File: config.mk
export PLATFORM = sky130hd
export DESIGN_NAME = io_bus_arbiter
export DESIGN_NICKNAME = d
export VERILOG_FILES = /design/src/rtl/io_bus_arbiter.sv
export SDC_FILE = /design/constraint.sdc
export NUM_CORES = 1
export LEC_CHECK = 0
export BUFFER_PORTS_ARGS = -buffer_cell sky130_fd_sc_hd__clkbuf_2
export CAP_MARGIN = 20
export CORE_AREA = 2 2 96 70
export DETAILED_ROUTE_END_ITERATION = 8
export DIE_AREA = 0 0 98 72
export PLACE_DENSITY_LB_ADDON = 0.12
export SLEW_MARGIN = 20
export SYNTH_ARGS = -nofsm -noshare
export SYNTH_HDL_FRONTEND = slang
export SYNTH_SLANG_ARGS = --single-unit
File: constraint.sdc
create_clock -name clk_i -period 2.3 [get_ports clk_i]
set_clock_uncertainty 0.05 [all_clocks]
set_input_delay 0.46 -clock clk_i [delete_from_list [all_inputs] [get_ports clk_i]]
set_output_delay 0.46 -clock clk_i [all_outputs]
set_load 0.02 [all_outputs]
File: src/rtl/io_bus_arbiter.sv
// Two-master round-robin arbiter for the 16-bit strobe/ack I/O bus.
// Optional slave timeout: define IO_ARB_TIMEOUT_EN (abort after TIMEOUT cycles without s_ack_i).
module io_bus_arbiter #(
  parameter int unsigned TIMEOUT = 255
) (
  input  logic        clk_i,
  input  logic        rst_n_i,
  input  logic        m0_stb_i,
  input  logic        m0_we_i,
  input  logic [15:0] m0_addr_i,
  input  logic [15:0] m0_dat_i,
  output logic        m0_ack_o,
  output logic [15:0] m0_dat_o,
  input  logic        m1_stb_i,
  input  logic        m1_we_i,
  input  logic [15:0] m1_addr_i,
  input  logic [15:0] m1_dat_i,
  output logic        m1_ack_o,
  output logic [15:0] m1_dat_o,
  output logic        err_o,
  output logic        s_stb_o,
  output logic        s_we_o,
  output logic [15:0] s_addr_o,
  output logic [15:0] s_dat_o,
  input  logic        s_ack_i,
  input  logic [15:0] s_dat_i,
  output logic [1:0]  gnt_o
);

  typedef enum logic [1:0] {
    IDLE  = 2'd0,
    BUSY0 = 2'd1,
    BUSY1 = 2'd2,
    DONE  = 2'd3
  } state_t;

  state_t      state;
  logic        last;
  logic [15:0] rdata;

  // One read-data register serves both masters; only the ack qualifies it.
  assign m0_dat_o = rdata;
  assign m1_dat_o = rdata;

`ifdef IO_ARB_TIMEOUT_EN
  logic [7:0] cnt;
  logic       err_q;
  logic       timed_out;
  assign timed_out = (cnt == 8'(TIMEOUT));
  assign err_o     = err_q;
`else
  logic unused_timeout;
  assign unused_timeout = ^8'(TIMEOUT);
  assign err_o          = 1'b0;
`endif

  always_ff @(posedge clk_i or negedge rst_n_i) begin
    if (!rst_n_i) begin
      state    <= IDLE;
      last     <= 1'b1;
      s_stb_o  <= 1'b0;
      s_we_o   <= 1'b0;
      s_addr_o <= 16'h0000;
      s_dat_o  <= 16'h0000;
      rdata    <= 16'h0000;
      m0_ack_o <= 1'b0;
      m1_ack_o <= 1'b0;
      gnt_o    <= 2'b00;
`ifdef IO_ARB_TIMEOUT_EN
      cnt      <= 8'd0;
      err_q    <= 1'b0;
`endif
    end else begin
      m0_ack_o <= 1'b0;
      m1_ack_o <= 1'b0;
`ifdef IO_ARB_TIMEOUT_EN
      err_q    <= 1'b0;
`endif
      case (state)
        IDLE: begin
          // On a tie, last == 1 means master 1 was served last, so master 0 wins.
          if (m0_stb_i && (!m1_stb_i || last)) begin
            state    <= BUSY0;
            last     <= 1'b0;
            gnt_o    <= 2'b01;
            s_stb_o  <= 1'b1;
            s_we_o   <= m0_we_i;
            s_addr_o <= m0_addr_i;
            s_dat_o  <= m0_dat_i;
`ifdef IO_ARB_TIMEOUT_EN
            cnt      <= 8'd0;
`endif
          end else if (m1_stb_i) begin
            state    <= BUSY1;
            last     <= 1'b1;
            gnt_o    <= 2'b10;
            s_stb_o  <= 1'b1;
            s_we_o   <= m1_we_i;
            s_addr_o <= m1_addr_i;
            s_dat_o  <= m1_dat_i;
`ifdef IO_ARB_TIMEOUT_EN
            cnt      <= 8'd0;
`endif
          end
        end
        BUSY0, BUSY1: begin
          if (s_ack_i) begin
            rdata    <= s_dat_i;
            s_stb_o  <= 1'b0;
            state    <= DONE;
            m0_ack_o <= (state == BUSY0);
            m1_ack_o <= (state == BUSY1);
`ifdef IO_ARB_TIMEOUT_EN
          end else if (timed_out) begin
            rdata    <= 16'hFFFF;
            err_q    <= 1'b1;
            s_stb_o  <= 1'b0;
            state    <= DONE;
            m0_ack_o <= (state == BUSY0);
            m1_ack_o <= (state == BUSY1);
          end else begin
            cnt      <= cnt + 8'd1;
`endif
          end
        end
        DONE: begin
          // Strobes are not sampled here, so the served master cannot be re-granted.
          state <= IDLE;
          gnt_o <= 2'b00;
        end
        default: state <= IDLE;
      endcase
    end
  end

endmodule
==> results of run 1 <==
==> flip-flops by register name (all words and copies together) (netlist names) <==
| register | flops |
|---|---|
| m0_dat_o | 16 |
| m0_ack_o | 1 |
| m1_ack_o | 1 |
| s_we_o | 1 |
| last | 1 |
| s_addr_o | 16 |
| state | 2 |
| gnt_o | 2 |
| s_stb_o | 1 |
| s_dat_o | 16 |
==> cell families after synthesis <==
family | synth area share [%]
buf+inv | 10.3
mux | 7.94
flops | 49.8
fa+ha+maj | 1.75
compound gates | 23.0
simple gates | 7.03
other cells | 0.131
==> layout by cell type (no fill, tap or decap), drive strengths merged, types with 4 or more instances in the layout <==
cell / n
mux2: 16
a21oi: 35
dfrtp: 56
o21ai: 37
a31oi: 35
inv: 5
ha: 4
clkbuf: 167
nor2: 35
buf: 10
==> final timing paths <==
check,startpoint,end
min,rst_n_i,s_addr_o[7]$_DFFE_PN0P_
max in group asynchronous,rst_n_i,last$_DFFE_PN1P_
max,state[0]$_DFFE_PN0P_,m0_dat_o[2]$_DFFE_PN0P_
max reg2reg,state[0]$_DFFE_PN0P_,m0_dat_o[2]$_DFFE_PN0P_
min in group clk_i,s_dat_i[1],m0_dat_o[1]$_DFFE_PN0P_
min reg2reg,m0_dat_o[3]$_DFFE_PN0P_,m0_dat_o[3]$_DFFE_PN0P_
==> stage by stage <==
| step | utilization (%) | hold slack [ps] |
|---|---|---|
| global route | 61.6 | 84.3 |
| floorplan | - | 114 |
| global placement | 58.3 | 440 |
| finish | 61.6 | 60.9 |
| detailed placement | 58.3 | 442 |
| CTS | 61.6 | 70.7 |
==> worst max-delay path: cells and delay by family (launching register included) <==
family                   cells  cell delay (ps)
multiplexers                 1              380
adder cells (fa/ha/maj)      1              390
buffers and inverters        1              100
AND/OR/NAND/NOR              1              440
flip-flops                   1              400
==> power by group through the flow <==
stage | combinational [mW] | sequential (mW) | clock, mW
floorplan | 1.71 | 2.40 | 0
global route | 3.31 | 1.90 | 0.999
CTS | 3.09 | 1.84 | 0.952
detailed placement | 3.09 | 1.85 | 0
finish | 3.06 | 1.83 | 0.932
global placement | 3.01 | 1.84 | 0
==> per-layer routing <==
| metal | share of wire, % | wire length [um] | GRT usage [%] |
|---|---|---|---|
| met1 | 43 | 3450 | 30.5 |
| met2 | 47 | 3810 | 35.9 |
| met3 | 9.4 | 760 | 9.34 |
| met4 | 1.0 | 85 | 6.94 |
| met5 | 0 | 0 | 0 |
==> synth_stat cells, drive strengths merged <==
| library cell | number | area [um2] |
|---|---|---|
| mux2i | 1 | 10.0 |
| nand2 | 3 | 13.8 |
| a31oi | 35 | 219 |
| dfstp | 1 | 26.3 |
| and2 | 1 | 6.26 |
| and3 | 2 | 12.5 |
| o21ai | 37 | 189 |
| nand2b | 3 | 18.8 |
| a22o | 1 | 8.76 |
| or3b | 1 | 8.76 |
| o21a | 1 | 7.51 |
| a32o | 1 | 10.0 |
| conb | 1 | 3.75 |
| a21oi | 35 | 175 |
| ha | 4 | 50.1 |
| buf | 38 | 265 |
| o31ai | 1 | 7.51 |
| a21boi | 1 | 11.3 |
| and2b | 1 | 10.0 |
| nor2 | 35 | 131 |
| clkbuf | 3 | 11.3 |
| o2bb2ai | 1 | 8.76 |
| inv | 5 | 18.8 |
| a311oi | 1 | 15.0 |
| o31a | 1 | 8.76 |
| mux2 | 16 | 218 |
| dfrtp | 56 | 1400 |
==> cell type report <==
type,count,area share [%]
clock inverters,5,1.47
clock buffers,11,3.77
repair buffers,166,23.1
flip-flops and latches,57,38.0
multi-input cells,183,30.5
well taps,78,2.60
inverters,5,0.500
==> results.sh, run 1 <==
export IMPL_grt_max_degree=58
export IMPL_max_stage_delay_ps=440
export IMPL_cpMaxStageDelayCell="nand2_2"
export IMPL_r2r_worst_path_cells=4
export IMPL_area_delta_synth_final_pct=30.9
export IMPL_fill_cells=551
export IMPL_antenna_cells=0
export IMPL_drt_pre_antenna_iters=4
export IMPL_synth_seq_area_share_pct=49.8
export IMPL_rsz0062_at_grt="false"
export IMPL_cts_htree_levels=3
export IMPL_worst_ep_arrival_time_ps=2050
export IMPL_grt_first_pass_wirelength_mm=12.7
export IMPL_dp_hpwl_mm=5.64
export IMPL_power_per_cell_area_mw_per_mm2=1550
export IMPL_cts_tree="done"
export IMPL_numClockSinks=57
export IMPL_hold_buffers=0
export IMPL_floorplan_io_pins=158
export IMPL_antenna_found_initial=0
export IMPL_setup_ws_ps=422
export IMPL_overall_die_area_mm2=0.00706
export IMPL_finalWeightedCongestion=0.847
export IMPL_rows=24
export IMPL_max_cap_violations=0
export IMPL_stdcell_count=505
export IMPL_power_combinational_fraction_pct=52.5
export IMPL_tritoncts_num_buffers=9
export IMPL_post_cts_setup_repair_buffer_count=0
export IMPL_core_mm2=0.00610
export IMPL_worstPathMaxFanout=16
export IMPL_clkTransAtPathRegs_ps=70
export IMPL_vias_per_cell=5.32
export IMPL_share_of_layout_cells_above_drive_strength_1_pct=46.6
export IMPL_netlist_area_mm2=0.00287
export IMPL_clock_power_share_pct=16.0
export IMPL_synth_avg_cell_area_um2=10.0
export IMPL_timing_critical_path_cells="inv_1 > ha_1 > nand2_2 > mux2_1"
export IMPL_synthesis_yosys_warnings=0
export IMPL_seqCellArea_mm2=0.00143
export IMPL_placed_area_mm2=0.00356
export IMPL_detailedPlace_worstSlack_ps=432
export IMPL_io_buffer_count=156
export IMPL_insertion_delay_ps=340
export IMPL_via_count=2687
export IMPL_die_y_extent_um=72
export IMPL_period_needed_ps=1880
export IMPL_setup_worst_path_class="register to register"
export IMPL_power_ir_vdd_worst_v=0.000549
export IMPL_route_antenna_remaining_nets=0
export IMPL_drt_total_wl_mm=8.11
export IMPL_cts_root_buf="clkbuf_8"
export IMPL_total_power_mw=5.83
export IMPL_type_of_origin_of_the_critical_path="register"
export IMPL_synthCells=286
export IMPL_switching_share_pct=45.2
export IMPL_die_width_um=98
export IMPL_drc=0
export IMPL_timing_slew_headroom_pct=63.8
export IMPL_report_final_setup_viol=0
export IMPL_r2r_slack_ps=420
export IMPL_netSwitchingPower_mw=2.63
export IMPL_clock_path_buffers=2
export IMPL_worstPathRequired_ps=2470
export IMPL_globalRouteOverflowTotal=0
export IMPL_cellInternalPower_mw=3.19
export IMPL_hold_violations=0
export IMPL_run_status="complete, no violations"
export IMPL_top_achievable_clock_speed_mhz=532
export IMPL_ctsResizeCount=0
export IMPL_worst_hold_path_type="input pin to asynchronous set/reset pin"
export IMPL_synth_fp_nets=377
export IMPL_power_frac_seq_pct=31.5
export IMPL_fin_crit_sh_pct=81.7
export IMPL_dr_first_iter_drc_count=168
export IMPL_combined_global_route_utilization_of_all_metal_layers_pct=23.2
export IMPL_total_leakage_power_nw=1.89
export IMPL_cp_end_kind="register"
export IMPL_final_design_area_no_fill_mm2=0.00375
export IMPL_slew_violations=0
export IMPL_placed_cells=489
export IMPL_synth_cell_type_count=34
export IMPL_layout_nets=513
export IMPL_ys_ff_latch=57
export IMPL_average_detailed_routed_wire_length_per_instance_um=16.1
export IMPL_initial_core_util_pct=47.0
export IMPL_worst_slew_pin_slew_ps=542
export IMPL_grt_pass1_vias=2631
export IMPL_setup_tns_final_ps=0
export IMPL_area_of_the_multi_input_gates_mm2=0.00114
(Power assumes the default switching activity.)
==> inputs of run 2 (changes only) <==
--- a/config.mk
+++ b/config.mk
@@ -7,9 +7,9 @@
 export LEC_CHECK = 0
 export BUFFER_PORTS_ARGS = -buffer_cell sky130_fd_sc_hd__clkbuf_2
 export CAP_MARGIN = 20
-export CORE_AREA = 2 2 96 70
+export CORE_AREA = 2 2 99 72
 export DETAILED_ROUTE_END_ITERATION = 8
-export DIE_AREA = 0 0 98 72
+export DIE_AREA = 0 0 101 74
 export PLACE_DENSITY_LB_ADDON = 0.12
 export SLEW_MARGIN = 20
 export SYNTH_ARGS = -nofsm -noshare
==> constraint.sdc (replaced) <==
create_clock -name clk_i -period 1.8 [get_ports clk_i]
set_clock_uncertainty 0.05 [all_clocks]
set_input_delay 0.36 -clock clk_i [delete_from_list [all_inputs] [get_ports clk_i]]
set_output_delay 0.36 -clock clk_i [all_outputs]
set_load 0.02 [all_outputs]
==> run 2 against run 1 <==
  * Sequential share of layout area fell by 0.40 points
  * Critical path depth increased by 1
  * Sequential cell count unchanged
  * Die area rose by 5.9%
  * Design area is 1.1% higher
  * Register-to-register slack got worse by 310 ps
  * Sequential power increased by 28%
  * Largest cell class unchanged
  * Fmax rose by 11%
  * Via count fell by 0.11%
  * Wire length down 0.83%
  * Global-route usage shrank 1.7 points
  * Non-clock buffer count up 3
==> results.sh, run 2 (synthesized netlist as in run 1, its figures left out) <==
export IMPL_combined_global_route_utilization_of_all_metal_layers_pct=21.5
export IMPL_share_of_layout_cells_above_drive_strength_1_pct=47.0
export IMPL_worst_hold_path_type="input pin to register"
export IMPL_setup_worst_path_class="register to register"
export IMPL_worstPathRequired_ps=1970
export IMPL_max_cap_violations=0
export IMPL_antenna_found_initial=0
export IMPL_rsz0062_at_grt="false"
export IMPL_run_status="complete, no violations"
export IMPL_die_y_extent_um=74
export IMPL_dp_hpwl_mm=5.54
export IMPL_vias_per_cell=5.25
export IMPL_grt_pass1_vias=2421
export IMPL_final_common_cell="clkbuf_2"
export IMPL_grt_first_pass_wirelength_mm=12.3
export IMPL_core_mm2=0.00657
export IMPL_setup_tns_final_ps=0
export IMPL_cts_root_buf="clkbuf_8"
export IMPL_slew_violations=0
export IMPL_r2r_slack_ps=110
export IMPL_total_leakage_power_nw=1.90
export IMPL_setup_ws_ps=110
export IMPL_drt_pre_antenna_iters=4
export IMPL_detailedPlace_worstSlack_ps=129
export IMPL_power_frac_seq_pct=31.5
export IMPL_worst_slew_pin_slew_ps=561
export IMPL_clock_path_buffers=2
export IMPL_switching_share_pct=45.2
export IMPL_die_width_um=101
export IMPL_overall_die_area_mm2=0.00747
export IMPL_netSwitchingPower_mw=3.37
export IMPL_clkTransAtPathRegs_ps=70
export IMPL_insertion_delay_ps=330
export IMPL_top_achievable_clock_speed_mhz=592
export IMPL_commonest_non_fill_non_tap_cells_in_the_layout="clkbuf_2 (156), dfrtp_1 (56)"
export IMPL_io_buffer_count=156
export IMPL_fill_cells=612
export IMPL_antenna_cells=0
export IMPL_numClockSinks=57
export IMPL_worst_hold_slack_ps=182
export IMPL_fin_crit_sh_pct=93.9
export IMPL_clock_power_share_pct=15.8
export IMPL_via_count=2684
export IMPL_cts_tree="done"
export IMPL_average_detailed_routed_wire_length_per_instance_um=15.7
export IMPL_report_final_setup_viol=0
export IMPL_power_ir_vdd_worst_v=0.000851
export IMPL_layout_nets=516
export IMPL_worstPathMaxFanout=16
export IMPL_rows=25
export IMPL_power_combinational_fraction_pct=52.7
export IMPL_drt_total_wl_mm=8.04
export IMPL_cts_htree_levels=3
export IMPL_finalWeightedCongestion=0.849
export IMPL_route_antenna_remaining_nets=0
export IMPL_period_needed_ps=1690
export IMPL_drc=0
export IMPL_timing_slew_headroom_pct=62.6
export IMPL_globalRouteOverflowTotal=0
export IMPL_grt_max_degree=58
export IMPL_hold_violations=0
export IMPL_dr_first_iter_drc_count=104
export IMPL_cp_end_kind="register"
export IMPL_type_of_origin_of_the_critical_path="register"
export IMPL_cellInternalPower_mw=4.09
export IMPL_worst_ep_arrival_time_ps=1860
export IMPL_initial_core_util_pct=43.6
export IMPL_tritoncts_num_buffers=9
export IMPL_power_per_cell_area_mw_per_mm2=1970
export IMPL_ctsResizeCount=0
export IMPL_area_delta_synth_final_pct=32.3
export IMPL_floorplan_io_pins=158
-- run 2: through the flow --
stage          cell area (um2)  power (mW)  util (%)  cells
4_1_cts                   3790        7.53      57.7    511
2_1_floorplan             2870        5.25         -    286
3_3_place_gp              3590        6.26      54.6    494
3_5_place_dp              3590        6.31      54.6    494
5_1_grt                   3790        7.99      57.7    511
6_report                  3790        7.45      57.7    511
-- run 2: area by class of cell --
cell class / instances / area [um2] / share of cell area (%)
multi-input combinational: 183 / 1140 / 30.2
sequential: 57 / 1430 / 37.6
timing repair buffer: 169 / 906 / 23.9
clock inverter: 7 / 71.3 / 1.88
clock buffer: 9 / 124 / 3.27
tap: 81 / 101 / 2.67
inverter: 5 / 18.8 / 0.495
-- run 2: worst max-delay path, stage by stage, from the launching register on --
cell and delay (ps):
dfrtp_1 400, inv_1 100, ha_1 400, nand2_2 120, buf_12 160, mux2_1 330
-- run 2: power by group through the flow --
stage | Clock (mW) | Sequential (mW) | Combinational, mW
floorplan | 0 | 3.06 | 2.19
global placement | 0 | 2.36 | 3.90
detailed placement | 0 | 2.36 | 3.95
CTS | 1.21 | 2.35 | 3.96
global route | 1.27 | 2.44 | 4.28
finish | 1.18 | 2.35 | 3.93
-- run 2: layer usage --
metal / track usage, % / vias to the layer above / part of all wire (%)
li1: - / 1276 / -
met1: 28.5 / 1281 / 45
met2: 34.7 / 125 / 48
met3: 6.95 / 2 / 7.3
met4: 5.86 / 0 / 0.30
met5: 0 / - / 0
-- run 2: path summary, 6_finish.rpt --
| check | startpoint | to | cells past startpoint |
|---|---|---|---|
| worst max-delay path | state[0]$_DFFE_PN0P_ | m0_dat_o[1]$_DFFE_PN0P_ | 5 |
| worst min-delay path | s_dat_i[3] | m0_dat_o[3]$_DFFE_PN0P_ | 2 |
| worst max register to register | state[0]$_DFFE_PN0P_ | m0_dat_o[1]$_DFFE_PN0P_ | 5 |
| worst min register to register | m0_dat_o[2]$_DFFE_PN0P_ | m0_dat_o[2]$_DFFE_PN0P_ | 1 |
| max in group asynchronous | rst_n_i | last$_DFFE_PN1P_ | 3 |
| min in group asynchronous | rst_n_i | gnt_o[1]$_DFFE_PN0P_ | 3 |
-- run 2: timing repair --
item                      4_1_cts  5_1_grt
hold endpoints to repair       56        0
hold buffers                    1        0
buffers inserted                0        0
==> inputs of run 3 (changes only) <==
==> constraint.sdc (replaced) <==
create_clock -name clk_i -period 1.8 [get_ports clk_i]
set_clock_uncertainty 0.05 [all_clocks]
set_input_delay 0.45 -clock clk_i [delete_from_list [all_inputs] [get_ports clk_i]]
set_output_delay 0.45 -clock clk_i [all_outputs]
set_load 0.02 [all_outputs]
==> run 3 against run 2 <==
  * Sequential share of layout area shrank 0.30 points
  * Utilization grew 0.46 points
  * Worst setup slack better by 6.9 ps
  * Power up 3.6%
  * Wire length shrank 1.7%
  * Critical endpoint is now m0_dat_o[0]$_DFFE_PN0P_
==> results.sh, run 3 (synthesized netlist as in run 1, its figures left out) <==
export IMPL_run_status="complete, no violations"
export IMPL_globalRouteOverflowTotal=0
export IMPL_switching_share_pct=43.0
export IMPL_top_achievable_clock_speed_mhz=594
export IMPL_setup_worst_path_class="register to register"
export IMPL_max_stage_delay_ps=400
export IMPL_initial_core_util_pct=43.6
export IMPL_slew_violations=0
export IMPL_clock_power_share_pct=18.9
export IMPL_period_needed_ps=1680
export IMPL_fin_crit_sh_pct=93.5
export IMPL_clkTransAtPathRegs_ps=70
export IMPL_worstPathRequired_ps=1970
export IMPL_share_of_layout_cells_above_drive_strength_1_pct=47.0
export IMPL_power_ir_vdd_worst_v=0.000846
export IMPL_power_per_cell_area_mw_per_mm2=2020
export IMPL_antenna_cells=0
export IMPL_tritoncts_num_buffers=9
export IMPL_die_width_um=101
export IMPL_vias_per_cell=5.28
export IMPL_critical_path_n_buffers_inverters=2
export IMPL_cts_htree_levels=3
export IMPL_worstPathMaxFanout=16
export IMPL_worst_ep_arrival_time_ps=1850
export IMPL_insertion_delay_ps=330
export IMPL_drc=0
export IMPL_core_mm2=0.00657
export IMPL_timing_critical_path_cells="inv_1 > ha_1 > nand2_2 > buf_12 > mux2_1"
export IMPL_fin_util_pct=58.2
export IMPL_report_final_setup_viol=0
export IMPL_overall_die_area_mm2=0.00747
export IMPL_hold_violations=0
export IMPL_timing_slew_headroom_pct=65.7
export IMPL_drt_total_wl_mm=7.90
export IMPL_rows=25
export IMPL_die_y_extent_um=74
export IMPL_cts_root_buf="clkbuf_8"
export IMPL_type_of_origin_of_the_critical_path="register"
export IMPL_power_frac_seq_pct=30.4
export IMPL_grt_pass1_vias=2545
export IMPL_hold_buffers=0
export IMPL_numClockSinks=57
export IMPL_power_combinational_fraction_pct=50.7
export IMPL_netSwitchingPower_mw=3.32
export IMPL_cts_tree="done"
export IMPL_route_antenna_remaining_nets=0
export IMPL_ctsResizeCount=0
export IMPL_clock_path_buffers=2
export IMPL_via_count=2690
export IMPL_grt_first_pass_wirelength_mm=12.0
export IMPL_commonest_non_fill_non_tap_cells_in_the_layout="clkbuf_2 (156), dfrtp_1 (56)"
export IMPL_area_delta_synth_final_pct=33.3
export IMPL_dr_first_iter_drc_count=102
export IMPL_cp_end_kind="register"
export IMPL_combined_global_route_utilization_of_all_metal_layers_pct=21.1
export IMPL_layout_nets=514
export IMPL_io_buffer_count=156
export IMPL_setup_tns_final_ps=0
export IMPL_antenna_found_initial=0
export IMPL_drt_pre_antenna_iters=4
export IMPL_post_cts_setup_repair_buffer_count=0
export IMPL_max_cap_violations=0
export IMPL_finalWeightedCongestion=0.790
export IMPL_final_common_cell="clkbuf_2"
export IMPL_cpMaxStageDelayCell="ha_1"
export IMPL_critical_path_top_delay_family="adder cells"
export IMPL_dp_hpwl_mm=5.55
export IMPL_average_detailed_routed_wire_length_per_instance_um=15.5
export IMPL_grt_max_degree=58
export IMPL_rsz0062_at_grt="false"
export IMPL_total_leakage_power_nw=1.93
export IMPL_worst_hold_path_type="input pin to asynchronous set/reset pin"
export IMPL_cellInternalPower_mw=4.40
export IMPL_worst_slew_pin_slew_ps=514
export IMPL_floorplan_io_pins=158
[run 3: changes by cell type in the layout (fill, tap and decap cells not counted), sizes merged]
cell / previous run / this run
buf: 12 / 11
bufinv: 1 / 3
clkbuf: 165 / 166
clkinvlp: 3 / 0
dlygate4sd3: 1 / 0
[run 3: final timing paths]
kind / cells past startpoint / to / from / slack [ps]
worst max-delay path: 5 / m0_dat_o[0]$_DFFE_PN0P_ / state[0]$_DFFE_PN0P_ / 120
worst min-delay path: 2 / state[1]$_DFFE_PN0P_ / rst_n_i / 50
worst max register to register: 5 / m0_dat_o[0]$_DFFE_PN0P_ / state[0]$_DFFE_PN0P_ / 120
worst min register to register: 1 / m0_dat_o[2]$_DFFE_PN0P_ / m0_dat_o[2]$_DFFE_PN0P_ / 470
max in group asynchronous: 2 / last$_DFFE_PN1P_ / rst_n_i / 1360
min in group clk_i: 2 / m0_dat_o[4]$_DFFE_PN0P_ / s_dat_i[4] / 280
[run 3: stage by stage]
step | setup slack (ps) | cell area [um2] | total power [mW] | hold slack, ps | std cells
after floorplan | 184 | 2870 | 5.25 | 104 | 286
after CTS | 106 | 3820 | 7.81 | 59.7 | 509
after detailed placement | 106 | 3580 | 6.31 | 429 | 493
after global routing | 44.8 | 3820 | 8.24 | 77.8 | 509
after global placement | 173 | 3580 | 6.25 | 428 | 493
final | 117 | 3820 | 7.72 | 48.6 | 509
[run 3: power by group through the flow]
stage / registers (mW) / clock network [mW] / logic [mW]
floorplan: 3.06 / 0 / 2.19
detailed placement: 2.36 / 0 / 3.95
global route: 2.44 / 1.57 / 4.24
finish: 2.35 / 1.46 / 3.91
global placement: 2.36 / 0 / 3.89
CTS: 2.35 / 1.50 / 3.95
[run 3: layer usage]
layer	track usage, %	vias to the layer above	routed length (um)
met5	0	-	0
met4	8.26	0	35
met3	7.05	4	722
met2	34.3	133	3800
met1	26.4	1279	3340
li1	-	1274	-
[run 3: cell type report]
type	instances	area, um2
multi-input cells	183	1140
well taps	81	101
inverters	5	18.8
clock buffers	10	138
clock inverters	6	105
flip-flops and latches	57	1430
fillers	589	2750
repair buffers	167	888
